===== config.mk =====
export PLATFORM = sky130hd
export DESIGN_NAME = uart_pkt_rx
export DESIGN_NICKNAME = d
export VERILOG_FILES = /design/src/rtl/uart_pkt_rx_pkg.sv /design/src/rtl/uart_pkt_rx_sync_2ff.sv /design/src/rtl/uart_pkt_rx.sv
export SDC_FILE = /design/constraint.sdc
export NUM_CORES = 1
export LEC_CHECK = 0
export CORE_MARGIN = 2
export CORE_UTILIZATION = 30
export CTS_CLUSTER_DIAMETER = 50
export DETAILED_ROUTE_END_ITERATION = 12
export PLACE_DENSITY = 0.47
export SLEW_MARGIN = 5
export SYNTH_ARGS = -nofsm -noshare
export SYNTH_HDL_FRONTEND = slang
export SYNTH_HIERARCHICAL = 1
export SYNTH_SLANG_ARGS = --single-unit

===== constraint.sdc =====
create_clock -name clk_in -period 5.29 [get_ports clk_in]
set_input_delay 1.058 -clock clk_in [delete_from_list [all_inputs] [get_ports clk_in]]
set_output_delay 1.058 -clock clk_in [all_outputs]
set_load 0.005 [all_outputs]

===== src/rtl/uart_pkt_rx_pkg.sv =====
// Shared definitions for the UART packet receiver: FSM state encoding and
// default line-rate constants (65 MHz system clock, 9600 baud).
package uart_pkg;

    typedef enum logic [2:0] {
        IDLE_WAIT,
        ARMED,
        START,
        DATA,
        PARITY,
        STOP,
        GAP,
        DONE
    } state_t;

    localparam int CLK_HZ    = 65_000_000;
    localparam int BAUD_RATE = 9600;

    // Rounded to the nearest whole clock.
    localparam int CLK_PER_BIT = (CLK_HZ + BAUD_RATE / 2) / BAUD_RATE;

endpackage


===== src/rtl/uart_pkt_rx_sync_2ff.sv =====
// Two-flop synchroniser for the asynchronous serial pin; resets to the
// line's idle level (1) so no false falling edge appears out of reset.
module sync_2ff (
    input  logic clk_in,
    input  logic rst_n_in,
    input  logic d,
    output logic q
);

    logic meta;

    always_ff @(posedge clk_in or negedge rst_n_in) begin
        if (!rst_n_in) begin
            meta <= 1'b1;
            q    <= 1'b1;
        end else begin
            meta <= d;
            q    <= meta;
        end
    end

endmodule


===== src/rtl/uart_pkt_rx.sv =====
// UART packet receiver: idle qualification, mid-bit deframing of NUM_BYTES
// characters into one packet word. Define UART_PKT_RX_PARITY_EN for even parity.
module uart_pkt_rx #(
    parameter int CLK_PER_BIT = uart_pkg::CLK_PER_BIT,
    parameter int DATA_BITS   = 8,
    parameter int NUM_BYTES   = 21,
    parameter int IDLE_CLKS   = 130_000
) (
    input  logic                           clk_in,
    input  logic                           rst_n_in,
    input  logic                           sig_in,
    output logic [NUM_BYTES*DATA_BITS-1:0] data_out,
    output logic                           valid_out,
    output logic                           frame_err_out,
    output logic                           busy_out
);

    import uart_pkg::*;

    localparam int CW = $clog2(CLK_PER_BIT);
    localparam int IW = $clog2(IDLE_CLKS);
    localparam int BW = $clog2(NUM_BYTES) + 1;
    localparam int XW = $clog2(DATA_BITS) + 1;
    localparam int PW = NUM_BYTES * DATA_BITS;

    localparam logic [CW-1:0] BIT_FULL  = CW'(CLK_PER_BIT - 1);
    localparam logic [CW-1:0] BIT_HALF  = CW'(CLK_PER_BIT / 2 - 1);
    localparam logic [IW-1:0] IDLE_LAST = IW'(IDLE_CLKS - 1);
    localparam logic [BW-1:0] BYTE_LAST = BW'(NUM_BYTES - 1);
    localparam logic [XW-1:0] BIT_LAST  = XW'(DATA_BITS - 1);

    logic sig_s;
    logic sig_s_q;
    logic fall;
    logic bit_zero;

    state_t               state_q, state_d;
    logic [CW-1:0]        bit_cnt_q, bit_cnt_d;
    logic [IW-1:0]        idle_cnt_q, idle_cnt_d;
    logic [BW-1:0]        byte_idx_q, byte_idx_d;
    logic [XW-1:0]        bit_idx_q, bit_idx_d;
    logic [DATA_BITS-1:0] char_q, char_d;
    logic [PW-1:0]        pkt_q, pkt_d;
    logic [PW-1:0]        data_d;
    logic                 valid_d;
    logic                 err_d;

    sync_2ff u_sync (
        .clk_in   (clk_in),
        .rst_n_in (rst_n_in),
        .d        (sig_in),
        .q        (sig_s)
    );

    assign fall     = sig_s_q & ~sig_s;
    assign bit_zero = (bit_cnt_q == '0);
    assign busy_out = (state_q != IDLE_WAIT) && (state_q != ARMED);

    always_comb begin
        state_d    = state_q;
        bit_cnt_d  = bit_cnt_q;
        idle_cnt_d = idle_cnt_q;
        byte_idx_d = byte_idx_q;
        bit_idx_d  = bit_idx_q;
        char_d     = char_q;
        pkt_d      = pkt_q;
        data_d     = data_out;
        valid_d    = 1'b0;
        err_d      = 1'b0;

        case (state_q)
            // A low sample here does not block the transition; ARMED must
            // then see the line high before it accepts a start edge.
            IDLE_WAIT: begin
                if (idle_cnt_q == IDLE_LAST) begin
                    idle_cnt_d = '0;
                    state_d    = ARMED;
                end else if (!sig_s) begin
                    idle_cnt_d = '0;
                end else begin
                    idle_cnt_d = idle_cnt_q + 1'b1;
                end
            end

            ARMED: begin
                if (fall) begin
                    bit_cnt_d  = BIT_HALF;
                    byte_idx_d = '0;
                    bit_idx_d  = '0;
                    state_d    = START;
                end
            end

            START: begin
                if (bit_zero) begin
                    if (!sig_s) begin
                        bit_cnt_d = BIT_FULL;
                        bit_idx_d = '0;
                        state_d   = DATA;
                    end else begin
                        state_d = ARMED;
                    end
                end else begin
                    bit_cnt_d = bit_cnt_q - 1'b1;
                end
            end

            DATA: begin
                if (bit_zero) begin
                    char_d    = {sig_s, char_q[DATA_BITS-1:1]};
                    bit_cnt_d = BIT_FULL;
                    if (bit_idx_q == BIT_LAST) begin
`ifdef UART_PKT_RX_PARITY_EN
                        state_d = PARITY;
`else
                        state_d = STOP;
`endif
                    end else begin
                        bit_idx_d = bit_idx_q + 1'b1;
                    end
                end else begin
                    bit_cnt_d = bit_cnt_q - 1'b1;
                end
            end

`ifdef UART_PKT_RX_PARITY_EN
            // Even parity: data bits plus parity bit hold an even number of ones.
            PARITY: begin
                if (bit_zero) begin
                    if (^{char_q, sig_s} == 1'b0) begin
                        bit_cnt_d = BIT_FULL;
                        state_d   = STOP;
                    end else begin
                        err_d      = 1'b1;
                        idle_cnt_d = '0;
                        state_d    = IDLE_WAIT;
                    end
                end else begin
                    bit_cnt_d = bit_cnt_q - 1'b1;
                end
            end
`endif

            STOP: begin
                if (bit_zero) begin
                    if (sig_s) begin
                        pkt_d[int'(byte_idx_q)*DATA_BITS +: DATA_BITS] = char_q;
                        if (byte_idx_q == BYTE_LAST) begin
                            state_d = DONE;
                        end else begin
                            byte_idx_d = byte_idx_q + 1'b1;
                            idle_cnt_d = '0;
                            state_d    = GAP;
                        end
                    end else begin
                        err_d      = 1'b1;
                        idle_cnt_d = '0;
                        state_d    = IDLE_WAIT;
                    end
                end else begin
                    bit_cnt_d = bit_cnt_q - 1'b1;
                end
            end

            // Inter-character gap; too long a silence means a truncated packet.
            GAP: begin
                if (fall) begin
                    bit_cnt_d = BIT_HALF;
                    state_d   = START;
                end else if (idle_cnt_q == IDLE_LAST) begin
                    err_d      = 1'b1;
                    idle_cnt_d = '0;
                    state_d    = IDLE_WAIT;
                end else begin
                    idle_cnt_d = idle_cnt_q + 1'b1;
                end
            end

            DONE: begin
                data_d     = pkt_q;
                valid_d    = 1'b1;
                idle_cnt_d = '0;
                state_d    = IDLE_WAIT;
            end

            default: begin
                idle_cnt_d = '0;
                state_d    = IDLE_WAIT;
            end
        endcase
    end

    always_ff @(posedge clk_in or negedge rst_n_in) begin
        if (!rst_n_in) begin
            state_q       <= IDLE_WAIT;
            sig_s_q       <= 1'b1;
            bit_cnt_q     <= '0;
            idle_cnt_q    <= '0;
            byte_idx_q    <= '0;
            bit_idx_q     <= '0;
            char_q        <= '0;
            pkt_q         <= '0;
            data_out      <= '0;
            valid_out     <= 1'b0;
            frame_err_out <= 1'b0;
        end else begin
            state_q       <= state_d;
            sig_s_q       <= sig_s;
            bit_cnt_q     <= bit_cnt_d;
            idle_cnt_q    <= idle_cnt_d;
            byte_idx_q    <= byte_idx_d;
            bit_idx_q     <= bit_idx_d;
            char_q        <= char_d;
            pkt_q         <= pkt_d;
            data_out      <= data_d;
            valid_out     <= valid_d;
            frame_err_out <= err_d;
        end
    end

endmodule


==> results.md, run 1 <==
- CP peak stage delay: 0.69 ns
- Starting density of the core: 0.3025
- Max Buffers Root-to-Sink: 3
- Critical path required time: 5.78 ns
- Max-slew headroom: 0.2103
- Cell taking the most area after synthesis: dfrtp_1
- Synth Area in Compound Gates: 0.08279
- Per-cell routed wire length: 18.01 um
- Final WL: 47910 um
- Ports: 174
- Inserted Clock Buffers: 50
- Final worst path period share: 0.6774
- R2r setup slk: 1.71 ns
- Post-cts gate resize count: 0
- Overall Power: 0.006507 W
- Initial antenna violation count: 0
- Max_cap viols: 0
- Mux cell area share after synthesis: 0.01512
- Crit path launch type: flip-flop
- Share of flip-flops with an asynchronous set or reset: 1.000
- RR Endpoint: pkt_q[135]$_DFFE_PN0P_
- Distinct cells, synth: 58
- Port-buffer cells: 173
- Net switching power: 0.001428 W
- Worst min-delay path endpoint: u_sync/q$_DFF_PN1_
- XOR/XNOR share of the synthesized area: 0.007022
- Yosys warns: 6
- Worst slew pin tran: 1.185 ns
- Met3 routed WL: 2180 um
- Yosys top cell area share: 0.6003
- Via count: 12750
- Synth Area in Simple Gates: 0.2560
- Comb pwr share: 0.012
- Crit path time final: 3.583 ns
- Seq/Total Area, Yosys: 0.6052
- Setup bufs post-CTS: 0
- DR WL met2: 22170 um
- Fmax: 279.1 MHz
- Highest routed layer: met4
- Total gr overflow: 0
- Place WS: 1.765 ns
- Seq pwr share: 0.462
- Clk sinks: 392
- Clk_skew: 0.01672 ns
- Largest net degree at the start of global routing: 130
- Final ANT Viol Nets: 0
- Antenna Cells: 0
- Post-synth EDFFs: 0
- Area Overhead vs Synth: 24.81%
- Mean Syn Cell Area: 9.029 um2
- RSZ-0062 raised after global routing: false
- Sw Share: 0.2194
- Worst VDD drop: 209.2 uV
- Clock Latency Late Sink: 0.60 ns
- Drc violations: 0
- CTS tree: yes
- Final Cell Area: 20240 um2
- Worst-path clk slew: 0.06 ns
- Crit path kind: reg2reg
- Mapped cell area: 16220 um2
- Number of global-route vias before repair: 12791
- P_leak: 9.485 nW
- Number of violations reported at the end of detailed-routing iteration 0: 886
- Die ar.: 55930 um2
- Primary FF master, synth: dfrtp_1
- Placed instance area: 18580 um2
- Root buffer cell: clkbuf_16
- Tot GR Track Use: 0.1739
- Worst Min Path Start: u_sync/meta$_DFF_PN1_
- Fin. max-slew vios: 0
- Final setup violation count: 0
- Status: finished, final reports clean
- Main combinational cell family by area after synthesis: simple AND/OR/NAND/NOR gates
- Placer congestion estimate: 0.8241
- WHS Path Cells: 0
- Critical Path Fanout Max: 12
- Most used cell, CP: nand2_1
- Clock power share: 0.525
- Adder-cell area share of the yosys netlist: 0.004630
- Met1 WL: 22470 um
- Fin. Hold Viols: 0
- CP Data Arrival Time: 4.07 ns
- Reg-to-reg startpoint: byte_idx_q[0]$_DFFE_PN0P_
- Setup Total Neg Slack: 0 ns
- Syn nets: 1805
- Post-CTS Hold Buffers: 0
- Worst Hold Class: reg2reg
- Fraction of layout cells with a size suffix above 1: 0.06667
- FF+latch count, synth: 392
- Min setup slack post-route: 1.707 ns
- Fillers: 5525
- Die height: 236.5 um
- First-pass DRT Iterations: 5
- CP Cell Sequence: clkinv_1 > ha_1 > xor2_1 > nand2_1 > nor2_1 > and2_0 > nand2_1 > o21ai_0
- Slowest CP cell: nor2_1
- Via/cell ratio: 4.791
- Die width: 236.5 um
- PwrDens: 321.5 nW/um2
- CORE AREA: 53600 um2
- CP Capture Type: flip-flop
- Synth Instances: 1796
- Layout net count: 1936
- Synth area leaders: dfrtp_1, nand2_1, o21ai_0
- Worst reg2reg path depth: 8
- H-tree depth: 2
- Pint: 0.005079 W
- Post-DP HPWL: 31200 um
- FP Rows: 85
- Global-route wire length before repair: 76510 um
==> worst max-delay path: cells and delay by family, from the launching register on <==
kind	cells	cell delay, ns
compound gates	1	0.18
flops	1	0.54
buf+inv	1	0.27
fa+ha+maj	1	0.39
simple gates	4	1.56
xor+xnor	1	0.53
==> power groups by stage <==
stage               Clock (W)  Combinational [W]  Sequential, W
floorplan                   0          0.0000115        0.00306
global placement            0          0.0000855        0.00306
detailed placement          0          0.0000859        0.00306
CTS                   0.00351          0.0000859        0.00301
global route          0.00365          0.0000954        0.00301
finish                0.00342          0.0000796        0.00301
==> how the worst max path moves through the flow <==
stage	start	endpoint
final	byte_idx_q[0]$_DFFE_PN0P_	pkt_q[135]$_DFFE_PN0P_
after global routing	byte_idx_q[0]$_DFFE_PN0P_	pkt_q[129]$_DFFE_PN0P_
after CTS	byte_idx_q[0]$_DFFE_PN0P_	pkt_q[135]$_DFFE_PN0P_
after detailed placement	state_q[0]$_DFFE_PN0P_	data_out[46]$_DFFE_PN0P_
after global placement	byte_idx_q[0]$_DFFE_PN0P_	pkt_q[137]$_DFFE_PN0P_
after floorplan	bit_cnt_q[3]$_DFFE_PN0P_	pkt_q[27]$_DFFE_PN0P_
==> Yosys cell counts, drive strengths merged (2+ instances only) <==
| cell | n |
|---|---|
| or2 | 3 |
| o211ai | 2 |
| o21bai | 2 |
| or4 | 3 |
| nand2b | 9 |
| and3 | 12 |
| and2 | 16 |
| clkbuf | 87 |
| a21oi | 11 |
| o21ai | 195 |
| inv | 11 |
| a31oi | 8 |
| dfstp | 3 |
| xnor2 | 11 |
| nor3 | 13 |
| or3 | 7 |
| nor4 | 7 |
| mux2 | 20 |
| nor4b | 2 |
| mux2i | 2 |
| dfrtp | 389 |
| nor2 | 27 |
| and4 | 2 |
| o31ai | 15 |
| ha | 6 |
| buf | 22 |
| nor3b | 2 |
| nand2 | 774 |
| nand4 | 10 |
| nor2b | 10 |
| a21o | 2 |
| nand3 | 93 |
| xor2 | 2 |
==> layout make-up <==
class                           instances  area (um2)  area share
Clock buffer                           70        1408     0.06955
Clock inverter                         20       249.0     0.01230
Inverter                               12       50.05    0.002473
Multi-Input combinational cell       1283        5961      0.2945
Sequential cell                       392        9813      0.4849
Tap cell                              696       870.8     0.04303
Timing Repair Buffer                  188        1887     0.09323
==> cell usage in the layout (no fill, tap or decap), drive strengths merged, types with 16 or more instances in the layout <==
cell / count
and2: 16
inv: 18
clkdlybuf4s50: 172
nor2: 27
clkbuf: 70
o21ai: 195
nand2: 774
nand3: 93
mux2: 20
dfrtp: 389
buf: 16
==> through the flow <==
stage | utilization | hold WS [ns] | cells
3_3_place_gp | 0.3466 | 0.3746 | 2571
2_1_floorplan | - | 0.3452 | 1796
6_report | 0.3776 | 0.3763 | 2661
5_1_grt | 0.3776 | 0.3815 | 2661
3_5_place_dp | 0.3467 | 0.3651 | 2571
4_1_cts | 0.3776 | 0.3734 | 2661
==> cell families after synthesis <==
group / after synthesis
multiplexers: 22
XOR/XNOR: 13
buffers and inverters: 121
AND/OR/NAND/NOR: 995
flip-flops: 392
adder cells (fa/ha/maj): 6
AO/OA/AOI/OAI: 247
==> state kept, by name (all words and copies together), names as in the netlist, 3 cells and up <==
signal      cells
pkt_q         168
byte_idx_q      6
idle_cnt_q     17
bit_cnt_q      13
char_q          8
state_q         3
bit_idx_q       4
data_out      168
==> routing by layer <==
| metal | track usage | up-vias |
|---|---|---|
| li1 | - | 6153 |
| met1 | 0.2457 | 6235 |
| met2 | 0.2737 | 293 |
| met3 | 0.03206 | 69 |
| met4 | 0.04852 | 0 |
| met5 | 0 | - |
Note: power is estimated with default switching activity, not from simulation.
==> run 2: changes to the inputs <==
- clock period: 5.29 -> 3.45 ns (I/O delays scaled with it)
==> results.md, run 2 (synthesis results as in run 1) <==
- Status: finished, final reports clean
- Clock Latency Late Sink: 0.58 ns
- Via count: 12793
- Post-DP HPWL: 31320 um
- R2r setup slk: 0.24 ns
- Final ANT Viol Nets: 0
- RSZ-0062 raised after global routing: false
- Critical Path Fanout Max: 16
- CP Cell Sequence: or4_1 > or4_4 > nor4_4 > buf_4 > nand3_1 > nand2_1 > o21ai_0
- Final worst path period share: 0.9319
- Setup Total Neg Slack: 0 ns
- Max_cap viols: 0
- Tot GR Track Use: 0.1724
- PwrDens: 491.2 nW/um2
- Commonest non-fill, non-tap cell in the layout: nand2_1
- Placed Cells: 2601
- Die height: 236.5 um
- Crit path kind: reg2reg
- Worst slew pin tran: 1.255 ns
- Fin. max-slew vios: 0
- First-pass DRT Iterations: 5
- Total gr overflow: 0
- Final WL: 47740 um
- CTS tree: yes
- Fmax: 311.1 MHz
- Root buffer cell: clkbuf_16
- Port-buffer cells: 173
- Overall Power: 0.01010 W
- CP Depth: 7
- Clk sinks: 392
- Starting density of the core: 0.3025
- CP peak stage delay: 0.65 ns
- Critical path required time: 3.89 ns
- H-tree depth: 2
- Clk_skew: 0.01244 ns
- Delay-heaviest family, CP: simple AND/OR/NAND/NOR gates
- RR Endpoint: pkt_q[70]$_DFFE_PN0P_
- Setup bufs post-CTS: 0
- Final setup violation count: 0
- Number of global-route vias before repair: 12836
- CORE AREA: 53600 um2
- Area Overhead vs Synth: 26.85%
- Worst VDD drop: 319.6 uV
- Fraction of layout cells with a size suffix above 1: 0.08312
- Max Buffers Root-to-Sink: 3
- CP Capture Type: flip-flop
- Regs by FF count: data_out x168, pkt_q x168, idle_cnt_q x17
- Placer congestion estimate: 0.8267
- Worst reg2reg path depth: 7
- Fin. Hold Viols: 0
- Reg-to-reg startpoint: bit_cnt_q[3]$_DFFE_PN0P_
- Commonest cells after routing, fill and taps aside: nand2_1, dfrtp_1, o21ai_0
- Inserted Clock Buffers: 52
- Worst-path clk slew: 0.06 ns
- Drc violations: 0
- Crit path time final: 3.215 ns
- Crit path launch type: flip-flop
- Global-route wire length before repair: 76070 um
- Crit path to: pkt_q[70]$_DFFE_PN0P_
- Number of violations reported at the end of detailed-routing iteration 0: 746
- Ports: 174
- Initial antenna violation count: 0
- Post-cts gate resize count: 0
- Die width: 236.5 um
- Critical Path Start: bit_cnt_q[3]$_DFFE_PN0P_
- Antenna Cells: 0
- Largest net degree at the start of global routing: 169
- Fin cells: 2693
- Die ar.: 55930 um2
- FP Rows: 85
- CP Data Arrival Time: 3.65 ns
- Layout net count: 1968
- Crit path buffers/inverters: 1
- Slowest CP cell: or4_4
- Via/cell ratio: 4.750
- Post-CTS Hold Buffers: 0
- Worst Hold Class: in2async
- Per-cell routed wire length: 17.73 um
- Max-slew headroom: 0.1632
- P_leak: 9.680 nW
==> run 2: through the flow <==
stage	cell area [um2]	worst slack, ns	hold WS, ns	util
final	20570	0.2351	0.05732	0.3838
after global routing	20570	0.02394	0.07008	0.3838
after CTS	20570	0.2243	0.04848	0.3838
after detailed placement	18850	0.2511	0.3484	0.3518
after global placement	18850	0.3058	0.3598	0.3518
after floorplan	16220	0.6501	0.3452	-
==> run 2: worst min path at each step <==
stage,to,startpoint,slack [ns]
finish,data_out[138]$_DFFE_PN0P_,rst_n_in,0.06
global placement,u_sync/q$_DFF_PN1_,u_sync/meta$_DFF_PN1_,0.36
detailed placement,u_sync/q$_DFF_PN1_,u_sync/meta$_DFF_PN1_,0.35
global route,data_out[138]$_DFFE_PN0P_,rst_n_in,0.07
floorplan,u_sync/q$_DFF_PN1_,u_sync/meta$_DFF_PN1_,0.35
CTS,data_out[135]$_DFFE_PN0P_,rst_n_in,0.05
==> run 2: area by class of cell <==
type / count / area (um2)
clock inverters: 23 / 259.0
flip-flops and latches: 392 / 9813
clock buffers: 69 / 1456
inverters: 12 / 50.05
repair buffers: 218 / 2162
multi-input cells: 1283 / 5958
fillers: 5444 / 33030
well taps: 696 / 870.8
==> run 2: report_power, final <==
| group | switching [W] | total (W) | leakage [nW] | internal [W] |
|---|---|---|---|---|
| sequential | 0.00000662 | 0.00461 | 5.47 | 0.00461 |
| combinational | 0.000108 | 0.000132 | 3.39 | 0.0000243 |
| clock | 0.00209 | 0.00536 | 0.821 | 0.00327 |
==> run 2: routing by layer <==
layer / GRT usage / part of all wire / vias up
met1: 0.2444 / 0.47 / 6236
met4: 0.04967 / 0.025 / 0
met2: 0.2699 / 0.46 / 265
met5: 0 / 0 / -
met3: 0.03113 / 0.044 / 81
li1: - / - / 6211
==> RTL edit (settings of run 2) <==
Register the output `valid_out` once more, cleared by the reset; this adds one clock of latency there. The other outputs are not delayed to match.
--- a/src/rtl/uart_pkt_rx.sv
+++ b/src/rtl/uart_pkt_rx.sv
@@ -29,6 +29,8 @@
     localparam logic [BW-1:0] BYTE_LAST = BW'(NUM_BYTES - 1);
     localparam logic [XW-1:0] BIT_LAST  = XW'(DATA_BITS - 1);
 
+    logic valid_s0;
+
     logic sig_s;
     logic sig_s_q;
     logic fall;
@@ -201,7 +203,7 @@
             char_q        <= '0;
             pkt_q         <= '0;
             data_out      <= '0;
-            valid_out     <= 1'b0;
+            valid_s0      <= 1'b0;
             frame_err_out <= 1'b0;
         end else begin
             state_q       <= state_d;
@@ -213,10 +215,18 @@
             char_q        <= char_d;
             pkt_q         <= pkt_d;
             data_out      <= data_d;
-            valid_out     <= valid_d;
+            valid_s0      <= valid_d;
             frame_err_out <= err_d;
         end
     end
 
+    always_ff @(posedge clk_in or negedge rst_n_in) begin
+        if (!rst_n_in) begin
+            valid_out <= '0;
+        end else begin
+            valid_out <= valid_s0;
+        end
+    end
+
 endmodule
 
Function: same outputs for any inputs over 10 cycles, from zero or initial values and one cycle with rst_n_in low; that may be too few to reach the edited logic, so the function may still have changed.
==> RTL edit against run 2 <==
- clock skew up 0.0028 ns
- critical path depth is the same
- design area increased by 4.3%
- sequential cell count increased by 1
- synthesized area up 5.3%
- sequential power about the same
- total power decreased by 2.8%
- wire length rose by 7.2%
- clock power decreased by 5.4%
- sequential share of layout area fell by 1.8 points
- setup slack improved by 0.12 ns
==> RTL edit: results (changes against run 2) <==
stage,metric,value,unit,change
run_status,status,completed,,
final_layout,share of post-route cells with drive strength above 1,12.9,%,+4.5 points
placement,placed inst area,19800,um^2,+5.1%
power,Sw Ratio,22.6,%,+0.85 points
power,Leak Pwr,10.2,nW,+5.6%
clock_tree,Num CTS Buffers,50,,-3.8%
setup_path,critical path peak fanout,17,,+1
drt,Iter 0 DRT Violations,991,,+33%
setup_path,CP max stage delay,0.63,ns,-0.02 ns
yosys,count of unique library cells instantiated by Yosys,86,,+48%
power,Reg power frac,47.1,%,+1.4 points
placement,post-DP HPWL,35600,um,+14%
timing,Rel. slew slack,30.6,%,+14 points
clock_tree,"Reg clk slew, reported paths",0.06,ns,about the same
grt,grt met2 use,28.2,%,+1.2 points
final_layout,final-stage net count,1911,,-2.9%
grt,met3 usage,3.01,%,-0.11 points
timing,worst-case clock skew,0.0152,ns,+0.00275 ns
yosys,synth cell count leaders,"nand2_1, dfrtp_1, o21ai_0",,
grt,GR Util met1,23.4,%,-1.0 points
timing,fin crit share,89.8,%,-3.4 points
setup_path,CP Data Arrival Time,3.57,ns,-0.08 ns
power,peak supply drop,0.362,mV,+13%
setup_path,Worst setup startpoint,byte_idx_q[0]$_DFFE_PN0P_,,
drt,routed via count,13206,,+3.2%
yosys,syn nets,1736,,-3.8%
placement,"worst slack, placed",0.372,ns,+0.121 ns
setup_path,Reg2Reg Setup Slack,0.35,ns,+0.12 ns
placement,Final Wtd Congestion,0.846,,+2.3%
setup_path,reg2reg start,byte_idx_q[0]$_DFFE_PN0P_,,
yosys,Synth area leaders,"dfrtp_1, nand2_1, mux2_2",,
grt,Total GRT Usage,17.3,%,+0.048 points
drt,final WL,51200,um,+7.2%
grt,first-pass GRT wire length,79800,um,+5.0%
setup_path,"slowest stage cell, crit path",or3_1,,
-- RTL edit: changes by cell type after synthesis, sizes merged, moves of 14 or more --
| cell | change |
|---|---|
| nand2 | -183 |
| o21ai | -71 |
| mux2 | +60 |
| nand3 | -58 |
| nor2 | +32 |
| o31ai | +24 |
| inv | +18 |
| clkbuf | -17 |
| o41ai | +17 |
| nor3 | +14 |
-- RTL edit: logic make-up after synthesis --
family,Yosys count,share of synthesized area (%)
muxes,94,6.27
xor gates and xnor gates,5,0.256
and+or+nand+nor,825,21.9
AOI/OAI and AO/OA,270,10.2
DFF,393,57.6
adders and majority gates,6,0.439
buffers and inverters,134,3.37
-- RTL edit: metrics by stage --
step	util [%]	total power [mW]	cells
final	38.0	9.82	2700
after global routing	38.0	10.2	2700
after CTS	38.0	9.99	2700
after detailed placement	35.1	4.84	2606
after global placement	35.1	4.84	2606
after floorplan	-	4.72	1727
-- RTL edit: power groups by stage --
stage,Clock (mW),Combinational (mW),Sequential [mW]
after CTS,5.23,0.137,4.62
after global routing,5.44,0.152,4.62
after global placement,0,0.135,4.70
after floorplan,0,0.0165,4.70
after detailed placement,0,0.137,4.70
final,5.07,0.129,4.62
-- RTL edit: layer usage --
metal	routed length, um	part of all wire, %	vias up
met3	2190	4.3	81
met5	0	0	-
met4	1460	2.9	0
met1	23300	46	6619
li1	-	-	6248
met2	24200	47	258
-- RTL edit: cell type report --
class / count / area [um^2]
fill: 5730 / 34900
clock inverter: 28 / 236
multi-input combinational: 1200 / 6690
tap: 756 / 946
inverter: 33 / 126
clock buffer: 66 / 1390
sequential: 393 / 9840
timing repair buffer: 224 / 2220
